`src/rtl/nabp_pe_accumulator.sv`:
```
// Back-projection processing element: accumulates filtered taps into a local
// pixel buffer across projection angles and drains it over a valid/ready stream.
module nabp_pe_accumulator #(
    parameter int pDataLength = 16,
    parameter int pAccuLength = 24,
    parameter int pBufDepth   = 16,
    parameter int pPtrLength  = 4
) (
    input  logic                          clk,
    input  logic                          reset,
    input  logic                          sc_clear_kick,
    input  logic                          sc_dump_kick,
    input  logic                          pe_en,
    input  logic signed [pDataLength-1:0] pe_tap,
    input  logic                          itr_done,
    input  logic                          out_ready,
    output logic signed [pAccuLength-1:0] out_val,
    output logic                          out_valid,
    output logic                          out_last,
    output logic                          busy,
    output logic                          ovf
);

    typedef enum logic [1:0] {IDLE, CLEAR, ACCUM, DUMP} state_t;
    typedef enum logic [1:0] {KICK_NONE, KICK_CLEAR, KICK_DUMP} kick_t;

    localparam logic [pPtrLength-1:0] LAST_PTR = pPtrLength'(pBufDepth - 1);

    state_t state, state_d;
    kick_t  kick_pend, kick_pend_d;
    logic [pPtrLength-1:0] ptr, ptr_d;
    logic acc_en;
    logic ovf_clr;

    logic signed [pAccuLength-1:0] buf_mem [pBufDepth];
    logic signed [pAccuLength-1:0] acc_op_p0;
    logic signed [pAccuLength:0]   acc_ext_p0;
    logic signed [pAccuLength:0]   tap_ext_p0;
    logic signed [pAccuLength:0]   sum_wide_p0;

    logic                          wr_vld_p1;
    logic [pPtrLength-1:0]         wr_addr_p1;
    logic signed [pAccuLength-1:0] wr_sum_p1;

    function automatic logic [pPtrLength-1:0] ptr_inc(input logic [pPtrLength-1:0] p);
        return (p == LAST_PTR) ? '0 : p + pPtrLength'(1);
    endfunction

    function automatic logic is_clamped(input logic signed [pAccuLength:0] s);
        return s[pAccuLength] != s[pAccuLength-1];
    endfunction

    function automatic logic signed [pAccuLength-1:0] sat_acc(input logic signed [pAccuLength:0] s);
        if (!is_clamped(s))
            return s[pAccuLength-1:0];
        else if (s[pAccuLength])
            return {1'b1, {(pAccuLength-1){1'b0}}};
        else
            return {1'b0, {(pAccuLength-1){1'b1}}};
    endfunction

    // Stage p0: read (with forwarding of the in-flight write) and add
    always_comb begin
        if (wr_vld_p1 && (wr_addr_p1 == ptr))
            acc_op_p0 = wr_sum_p1;
        else
            acc_op_p0 = buf_mem[ptr];
        acc_ext_p0  = {acc_op_p0[pAccuLength-1], acc_op_p0};
        tap_ext_p0  = {{(pAccuLength+1-pDataLength){pe_tap[pDataLength-1]}}, pe_tap};
        sum_wide_p0 = acc_ext_p0 + tap_ext_p0;
    end

    always_comb begin
        state_d     = state;
        ptr_d       = ptr;
        kick_pend_d = kick_pend;
        acc_en      = 1'b0;
        ovf_clr     = 1'b0;
        case (state)
            IDLE: begin
                if (sc_clear_kick) begin
                    state_d = CLEAR;
                    ptr_d   = '0;
                end else if (sc_dump_kick) begin
                    state_d = DUMP;
                    ptr_d   = '0;
                end else if (pe_en) begin
                    acc_en  = 1'b1;
                    state_d = ACCUM;
                    ptr_d   = itr_done ? '0 : ptr_inc(ptr);
                end else if (itr_done) begin
                    ptr_d = '0;
                end
            end
            ACCUM: begin
                // A kick that arrived with pe_en leaves after the write has retired
                if (kick_pend != KICK_NONE) begin
                    state_d     = (kick_pend == KICK_CLEAR) ? CLEAR : DUMP;
                    ptr_d       = '0;
                    kick_pend_d = KICK_NONE;
                end else if (pe_en) begin
                    acc_en = 1'b1;
                    ptr_d  = itr_done ? '0 : ptr_inc(ptr);
                    if (sc_clear_kick)
                        kick_pend_d = KICK_CLEAR;
                    else if (sc_dump_kick)
                        kick_pend_d = KICK_DUMP;
                end else if (sc_clear_kick) begin
                    state_d = CLEAR;
                    ptr_d   = '0;
                end else if (sc_dump_kick) begin
                    state_d = DUMP;
                    ptr_d   = '0;
                end else if (itr_done) begin
                    ptr_d = '0;
                end
            end
            CLEAR: begin
                if (ptr == LAST_PTR) begin
                    state_d = IDLE;
                    ptr_d   = '0;
                    ovf_clr = 1'b1;
                end else begin
                    ptr_d = ptr + pPtrLength'(1);
                end
            end
            DUMP: begin
                if (out_ready) begin
                    if (ptr == LAST_PTR) begin
                        state_d = IDLE;
                        ptr_d   = '0;
                    end else begin
                        ptr_d = ptr + pPtrLength'(1);
                    end
                end
            end
            default: begin
                state_d = IDLE;
                ptr_d   = '0;
            end
        endcase
    end

    always_ff @(posedge clk or posedge reset) begin
        if (reset) begin
            state     <= IDLE;
            kick_pend <= KICK_NONE;
            ptr       <= '0;
            wr_vld_p1 <= 1'b0;
            ovf       <= 1'b0;
        end else begin
            state     <= state_d;
            kick_pend <= kick_pend_d;
            ptr       <= ptr_d;
            wr_vld_p1 <= acc_en;
            if (ovf_clr)
                ovf <= 1'b0;
            else if (acc_en && is_clamped(sum_wide_p0))
                ovf <= 1'b1;
        end
    end

    // Stage p1: registered saturated sum, written back one cycle after the read
    always_ff @(posedge clk) begin
        if (acc_en) begin
            wr_addr_p1 <= ptr;
            wr_sum_p1  <= sat_acc(sum_wide_p0);
        end
    end

    always_ff @(posedge clk) begin
        if (wr_vld_p1)
            buf_mem[wr_addr_p1] <= wr_sum_p1;
        else if (state == CLEAR)
            buf_mem[ptr] <= '0;
    end

    assign out_valid = (state == DUMP);
    assign out_last  = (state == DUMP) && (ptr == LAST_PTR);
    assign out_val   = (state == DUMP) ? buf_mem[ptr] : '0;
    assign busy      = (state == CLEAR) || (state == DUMP);

endmodule

```
`config.mk`:
```
export PLATFORM = sky130hd
export DESIGN_NAME = nabp_pe_accumulator
export DESIGN_NICKNAME = d
export VERILOG_FILES = /design/src/rtl/nabp_pe_accumulator.sv
export SDC_FILE = /design/constraint.sdc
export NUM_CORES = 1
export LEC_CHECK = 0
export ABC_AREA = 1
export BUFFER_PORTS_ARGS = -buffer_cell sky130_fd_sc_hd__buf_2
export CORE_ASPECT_RATIO = 1.5
export CORE_MARGIN = 5
export CORE_UTILIZATION = 40
export CTS_CLUSTER_DIAMETER = 100
export DETAILED_ROUTE_END_ITERATION = 7
export GPL_TIMING_DRIVEN = 1
export PLACE_DENSITY = 0.59
export SETUP_SLACK_MARGIN = 0.15
export SYNTH_ARGS = -nofsm -noshare
export SYNTH_HDL_FRONTEND = slang
export SYNTH_SLANG_ARGS = --single-unit
```
`constraint.sdc`:
```
create_clock -name clk -period 3.4 [get_ports clk]
set_clock_uncertainty 0.15 [all_clocks]
set_input_delay 0.34 -clock clk [delete_from_list [all_inputs] [get_ports clk]]
set_output_delay 0.34 -clock clk [all_outputs]
set_load 0.03 [all_outputs]
```
**Word level (Yosys, flattened, before mapping)**

Memories as Yosys holds them, arrays and structs flattened.
Cells that the tools add are included.

- Flip-flop bits (word level): 38
- Bits in writable memories: 384
- Input port bits: 23
- Output and inout port bits: 28
- Word-level logic and storage cells: 81
- Memories kept: 1

Memory list:

| name | words | bits a word | rd ports | clocked after Yosys merged registers in | wr ports | line | text |
|---|---|---|---|---|---|---|---|
| buf_mem | 16 | 24 | 1 | 0 | 1 | 35 | `logic signed [pAccuLength-1:0] buf_mem [pBufDepth];` |

- Add/subtract/negate cells: 2
- Eq/ne operators: 11
- Muxes and demuxes: 48
- Reduce and logical (&&, ||, !) cells: 12

Operators with widths:

| cell | count |
|---|---|
| two-way mux 24 bit | 5 |
| two-way mux 4 bit | 12 |
| two-way mux 2 bit | 14 |
| adder 24 x 16 -> 25 bit | 1 |
| OR reduction 24 bit | 1 |
| case mux 4 bit (4 select lines) | 1 |
| two-way mux 1 bit | 14 |
| != test 4 bit (second input constant) | 2 |
| case mux 2 bit (4 select lines) | 1 |
| nonzero test 2 bit | 3 |
| adder 4 x 1 -> 4 bit (second input constant) | 1 |
| equality test 2 x 1 -> 1 bit (second input constant) | 2 |
| equality test 2 bit (second input constant) | 2 |
| equality test 4 bit | 1 |
| equality test 4 bit (second input constant) | 1 |
| AND reduction 4 bit | 1 |
| logical AND 1 bit | 3 |
| != test 3 bit (second input constant) | 1 |
| AND reduction 3 bit | 1 |
| nonzero test 3 bit | 1 |
| logical NOT 2 bit | 1 |
| != test 2 bit (second input constant) | 1 |
| case mux 1 bit (2 select lines) | 1 |
| logical OR 1 bit | 1 |
| != test 1 bit | 1 |

**Longest topological paths before layout**

Gate-level depths: netlist of the first run.

- Word-level depth: 8
- Gate-level depth with buffers: 26
- Depth with buffers taken out: 23

**Worst setup path after synthesis of the first run**

OpenSTA, ideal clock, no wires.

- Path kind: flip-flop to flip-flop
- From: register ptr[1]
- To: register wr_sum_p1[16] (data pin)
- Library setup time: 0.256 ns
- Arrival: 3.142 ns
- Data required time: 2.994 ns
- Path slack: -0.148 ns
- Stages on the path, launching flop included: 27
- Buffers on the path: 4
- Clock period less this slack: 3.548 ns
- Cells stage by stage: dfrtp_1 -> buf_4 -> inv_2 -> clkbuf_2 -> buf_2 -> o21ai_1 -> o221ai_1 -> nand3_1 -> nand2_1 -> inv_1 -> a21oi_1 -> ha_1 -> inv_1 -> fa_1 -> inv_1 -> nand2_1 -> nand2_1 -> nand3_1 -> nand2_2 -> nand2_1 -> nand3_2 -> nand2_1 -> nand2_2 -> nand2_4 -> buf_6 -> nand2_1 -> nand2_1

- Cells in the longest elaborated chain, start to end: 6
- Elaborated cells between the ends (all ways): 8
- Classes of those cells: 1 x add/sub; 2 x eq/ne; 3 x mux; 1 x reduce/logical; 1 x memory

RTL lines:

| element | line | text |
|---|---|---|
| start: declaration | 31 | `logic [pPtrLength-1:0] ptr, ptr_d;` |
| start signal: assignment | 154 | `ptr <= ptr_d;` |
| branches (longest 2 deep; another with memory (16 x 24 bit)) | - |  |
| two-way mux 24 bit * | 64 | `if (wr_vld_p1 && (wr_addr_p1 == ptr))` |
| adder 24 x 16 -> 25 bit * | 70 | `sum_wide_p0 = acc_ext_p0 + tap_ext_p0;` |
| two-way mux 24 bit or != test 1 bit (tied branches) | 56, 50 |  |
| two-way mux 24 bit * | 54 | `if (!is_clamped(s))` |
| end signal: assignment | 167 | `wr_sum_p1 <= sat_acc(sum_wide_p0);` |
| end: declaration | 43 | `logic signed [pAccuLength-1:0] wr_sum_p1;` |

Every way passes the cells marked *.
A chain may end at the register's enable or synchronous reset.

**Worst setup path in the final report of the first run**

- From: register ptr[0]
- To: register wr_sum_p1[12] (data pin)

The elaborated chain is that of the path after synthesis.

==> results of run 1 <==
==> final cells by class <==
class                           count  share of cell area
Clock inverter                     20             0.00676
Timing Repair Buffer              297               0.113
Clock buffer                       45              0.0425
Multi-Input combinational cell   1028               0.252
Sequential cell                   422               0.538
Inverter                          104              0.0170
Tap cell                          594              0.0316
==> state kept, by name, summed over array words and instances, names as in the netlist <==
register,count
state,2
buf_mem,384
ptr,4
kick_pend,2
wr_addr_p1,4
wr_sum_p1,24
ovf,1
wr_vld_p1,1
==> worst paths after layout <==
check / from / endpoint / depth (start not counted)
max in group asynchronous: reset / ptr[0] / 3
worst min register to register: ovf / ovf / 2
min in group asynchronous: reset / kick_pend[0] / 3
worst max register to register: ptr[0] / wr_sum_p1[12] / 20
worst min-delay path: pe_en / ptr[1] / 4
worst max-delay path: ptr[0] / wr_sum_p1[12] / 20
==> repair_timing <==
item / CTS / global route
resized for setup: 76 / 73
endpoints found under the setup margin: 25 / 28
hold buffers: 6 / 0
pin swaps: 20 / 30
cloned: 6 / 1
endpoints found under the hold margin: 12 / 0
buffers inserted: 11 / 7
==> cells in the final DEF (no fill, tap or decap), drive strengths merged, types with 25 or more instances in the layout <==
master | Yosys | layout
a21oi | 55 | 55
buf | 43 | 290
clkbuf | 52 | 46
edfxtp | 412 | 412
ha | 25 | 25
inv | 103 | 105
nand2 | 207 | 210
nand3 | 49 | 49
nor2 | 297 | 297
o21ai | 216 | 216
o221ai | 73 | 73
o22ai | 25 | 25
==> tightest hold or removal path, stage by stage <==
cell and delay [ps]:
buf_2 120, o21ai_1 100, inv_1 80, o21ai_1 60
==> metal layers <==
layer,share of wire,vias up,global-route usage
li1,-,6440,-
met1,0.38,6853,0.251
met2,0.52,444,0.388
met3,0.052,142,0.0226
met4,0.047,0,0.0986
met5,0,-,0
==> cell families (layout without fill, tap and decap cells) <==
kind of cell    after synthesis  after routing  share of synthesized area
buf+inv                     199            466                     0.0444
simple gates                573            576                      0.123
flops                       422            422                      0.675
fa+ha+maj                    26             26                     0.0178
compound gates              406            407                      0.130
xor+xnor                     19             19                    0.00891
==> stage by stage <==
| step | hold slack [ps] | TNS [ps] |
|---|---|---|
| 2_1_floorplan | 30.2 | 0 |
| 3_3_place_gp | 218 | -10390 |
| 3_5_place_dp | 232 | -11400 |
| 4_1_cts | 34.0 | -5730 |
| 5_1_grt | 98.0 | -9680 |
| 6_report | 50.2 | -6690 |
==> flow_summary.toml, run 1 <==
[critical_path]
critPathCaptureType = "register"
slowest_stage = "dfrtp_4"
path_max_fanout = 9
cp.required_ps = 3550
critPathLaunchType = "register"
crit_top_cell = "nand2_1"
cp_num_buf_inv = 5
max_stage_delay_ps = 470
crit_family = "simple AND/OR/NAND/NOR gates"
path_cells = "inv_8 > buf_8 > a221oi_4 > o2111ai_4 > buf_6 > a21oi_1 > ha_1 > buf_6 > nand2_4 > inv_1 > nand2_1 > nand2_1 > nand2_1 > nand2_2 > nand2_2 > nand4_1 > nand2_4 > nand2_4 > nand2_1 > nand2_1"
critical_path_class = "register to register"
crit_arrival_ps = 3840
r2r_slack_ps = -300

[finish]
syn2layout_area_growth_pct = 25.7
multi_input_area_um2 = 5920
num-nets-final = 1940
layout.cells.non_filler = 2510
finalInstanceArea_um2 = 23500
seq_area_um2 = 12600
drive_gt1_frac = 0.248
nFillCells = 4088
finish.utilization = 0.505
diodes = 0

[synthesis]
post-synth-top-count-cell = "edfxtp_1"
synth_seq_cells = 422
synthArstFlopShare = 0.0237
syn_nets = 1694
synthTopCellsByCount = "412 x edfxtp_1, 297 x nor2_1, 204 x o21ai_0"
yosysWarnings = 0
syn_area_per_cell_um2 = 11.4
synth_area_leader_cell = "edfxtp_1"
synth_ff_type = "edfxtp_1"
yosysSeqAreaShare = 0.675
syn_inst = 1645
ys_top_cells_by_area = "edfxtp_1 66%, nor2_1 6.0%, o21ai_0 5.5%, nand2_1 4.0%, o221ai_1 3.4%"
synth_top_area_share = 0.662
post_synth_num_cell_types = 41
synth_enable_flop_cells = 412
synth_area_um2 = 18700

[sta]
post-route-min-period_ps = 3700
max_slew.worst_pin.slew_ps = 1070
setup_slack_ps = -298
fin_crit_sh = 1.09
slew_violations = 0
finalHoldViolCount = 0
maxSlewHeadroom = 0.286
max_clock_freq_ghz = 0.270
setup_viol = 25
rsz0062_at_grt = "true"

[clocking]
clock_path_buffers = 3
insertion_delay_ps = 540
clk_pin_slew_worst_paths_ps = 70
cts.sinks = 422
cts-root-buf = "clkbuf_16"
cts_tree = "done"
numCtsBuffers = 38
h-tree-depth = 2

[route]
totalWireLength_um = 55700
vias_per_cell = 5.53
drt-initial-drc-count = 922
via_count = 13900
drtPass1Iterations = 5
ant_nets = 0
wl_per_cell_um = 22.2
drcViolationCount = 0

[floorplan]
io_pins = 51
die_y_um = 275
core-area_um2 = 46500
die_area_um2 = 51200
start_util = 0.402
rows = 97
die_x_um = 186

[global_route]
antenna_found_initial = 0
grt_max_degree = 34
grt-ovfl-total = 0
grt_usage = 0.212
grt_pass1_wl_um = 84200
grt_pass1_vias = 14300

[placed_design]
place_area_um2 = 21500
hpwl_um = 36900
io_buffers = 50
gp_congestion = 0.926
dp_slack_ps = -486
dp.cells = 2414

[run_status]
run_status = "finished, violations left"
failed_checks = "negative setup slack"

[run]
maxCapViolCount = 0

[worst_hold_path]
hp-class = "input port to register"
Power of run 1 is not shown: default switching activity piles up to over one toggle a cycle in this logic, so the estimate is an artifact.
==> run 2: changes to the inputs <==
--- a/config.mk
+++ b/config.mk
@@ -13,8 +13,8 @@
 export CTS_CLUSTER_DIAMETER = 100
 export DETAILED_ROUTE_END_ITERATION = 7
 export GPL_TIMING_DRIVEN = 1
-export PLACE_DENSITY = 0.59
-export SETUP_SLACK_MARGIN = 0.15
+export HOLD_SLACK_MARGIN = 0.12
+export PLACE_DENSITY = 0.57
 export SYNTH_ARGS = -nofsm -noshare
 export SYNTH_HDL_FRONTEND = slang
 export SYNTH_SLANG_ARGS = --single-unit
==> constraint.sdc (replaced) <==
create_clock -name clk -period 4.1 [get_ports clk]
set_clock_uncertainty 0.15 [all_clocks]
set_input_delay 0.41 -clock clk [delete_from_list [all_inputs] [get_ports clk]]
set_output_delay 0.41 -clock clk [all_outputs]
set_load 0.03 [all_outputs]
==> run 2 against run 1 <==
Effect of this change: the run now ends clean; final area shrank 7.7%; global-route usage shrank 1.1 points; highest routed layer unchanged; first-iteration DRC count grew 18%; utilization shrank 3.9 points; via count shrank 4.2%; non-clock buffer count shrank 161; count of clock-buffer cells in the layout is the same; sequential cell count is the same; sequential share of layout area grew 4.5 points.
==> flow_summary.toml, run 2 (synthesis results as in run 1) <==
[critical_path]
crit_family = "simple AND/OR/NAND/NOR gates"
critPathCaptureType = "register"
critical_path_class = "register to register"
path_max_fanout = 33
critPathLaunchType = "register"
crit_top_cell = "nand2_1"
max_stage_delay_ps = 540
cp.required_ps = 4240
crit_arrival_ps = 4110
cp_num_buf_inv = 6
path_cells = "clkinv_8 > buf_12 > buf_4 > o21ai_0 > o22ai_1 > o211ai_1 > nand2_1 > inv_1 > a21oi_1 > ha_1 > nand2_1 > inv_1 > a21oi_1 > nand2_2 > nand2_1 > nand3_2 > nand2_1 > nand2_2 > nand2_4 > buf_12 > nand2_1"
slowest_stage = "dfrtp_4"

[global_route]
grt_pass1_vias = 13000
grt_max_degree = 100
grt_usage = 0.201
antenna_found_initial = 0
grt-ovfl-total = 0
grt_pass1_wl_um = 79000

[sta]
maxSlewHeadroom = 0.193
max_clock_freq_ghz = 0.252
finalHoldViolCount = 0
slew_violations = 0
setup_viol = 0
fin_crit_sh = 0.968
post-route-min-period_ps = 3970
max_slew.worst_pin.slew_ps = 1210

[placed_design]
io_buffers = 50
hpwl_um = 33100
gp_congestion = 0.907

[route]
drcViolationCount = 0
ant_nets = 0
vias_per_cell = 5.67
totalWireLength_um = 54700
via_count = 13300
drtPass1Iterations = 5
wl_per_cell_um = 23.3
drt-initial-drc-count = 1090

[finish]
regMostFlops = "buf_mem"
finish.utilization = 0.466
syn2layout_area_growth_pct = 16.0
top_regs = "buf_mem x384, wr_sum_p1 x24"
final_common_cell = "edfxtp_1"
final_cell_mix = "412 x edfxtp_1, 280 x nor2_1, 200 x o21ai_0"
diodes = 0
drive_gt1_frac = 0.132
largest_register_ffs = 384
num-nets-final = 1779

[run_status]
run_status = "complete, no violations"

[floorplan]
die_x_um = 186
io_pins = 51
die_y_um = 275
die_area_um2 = 51200
start_util = 0.402
core-area_um2 = 46500
rows = 97

[clocking]
cts-root-buf = "clkbuf_16"
clk_pin_slew_worst_paths_ps = 70
h-tree-depth = 2
clock_path_buffers = 3
cts_tree = "done"
insertion_delay_ps = 560
cts.sinks = 422
numCtsBuffers = 38

[run]
maxCapViolCount = 0

[worst_hold_path]
hp-class = "input port to register"
[run 2: changes by cell type in the layout (fill, tap and decap cells not counted), moves of 6 or more]
| cell | delta |
|---|---|
| nand2_2 | -18 |
| a21oi_1 | +22 |
| nor2_1 | +15 |
| buf_6 | -6 |
| nor2_2 | -14 |
| buf_12 | -18 |
| ha_1 | +9 |
| o21ai_0 | +21 |
| a21oi_2 | -18 |
| nand2_1 | +22 |
| o21ai_1 | -18 |
| buf_4 | -141 |
| ha_4 | -6 |
[run 2: final cells by class]
cell class,count,area [µm²]
clock buffer,45,977
clock inverter,19,180
fill,4196,24800
inverter,104,408
multi-input combinational,1026,5480
sequential,422,12600
tap,594,743
timing repair buffer,136,1240
timing repair inverter,2,17.5
[run 2: path summary, 6_finish.rpt]
check	startpoint	end	slack, ps	depth (start not counted)
worst max-delay path	ptr[0]	wr_sum_p1[11]	130	21
worst min-delay path	pe_en	ptr[1]	210	4
worst max register to register	ptr[0]	wr_sum_p1[11]	130	21
worst min register to register	ovf	ovf	390	2
max in group asynchronous	reset	ptr[0]	3110	3
min in group asynchronous	reset	ovf	300	3
[run 2: timing repair]
action	in CTS	in global routing
endpoints found under the hold margin	13	0
pin swaps	1	12
gates resized for setup	2	35
setup buffers	0	12
endpoints found under the setup margin	8	24
cloned	1	5
hold buffers	7	0
[run 2: through the flow]
step	instances	hold slack (ps)	TNS, ps	cell area, µm²	worst slack (ps)
2_1_floorplan	1645	100	0	18700	552
3_3_place_gp	2259	302	-85.4	20100	-24.5
3_5_place_dp	2259	310	-284	20100	-66.2
4_1_cts	2331	188	0	21400	5.15
5_1_grt	2348	216	-5.75	21700	-2.82
6_report	2348	210	0	21700	129
[run 2: per-layer routing]
| metal | GRT usage | part of all wire | routed length (µm) | vias to the layer above |
|---|---|---|---|---|
| met2 | 0.362 | 0.51 | 27900 | 537 |
| met1 | 0.245 | 0.39 | 21100 | 6533 |
| met4 | 0.0871 | 0.048 | 2620 | 0 |
| met5 | 0 | 0 | 0 | - |
| li1 | - | - | - | 6095 |
| met3 | 0.0216 | 0.055 | 3020 | 138 |
[run 2: worst min-delay path: stages]
cell,delay [ps]
buf_2,120
o21ai_1,140
inv_1,90
o21ai_1,80
Power of run 2 is left out for the same reason.
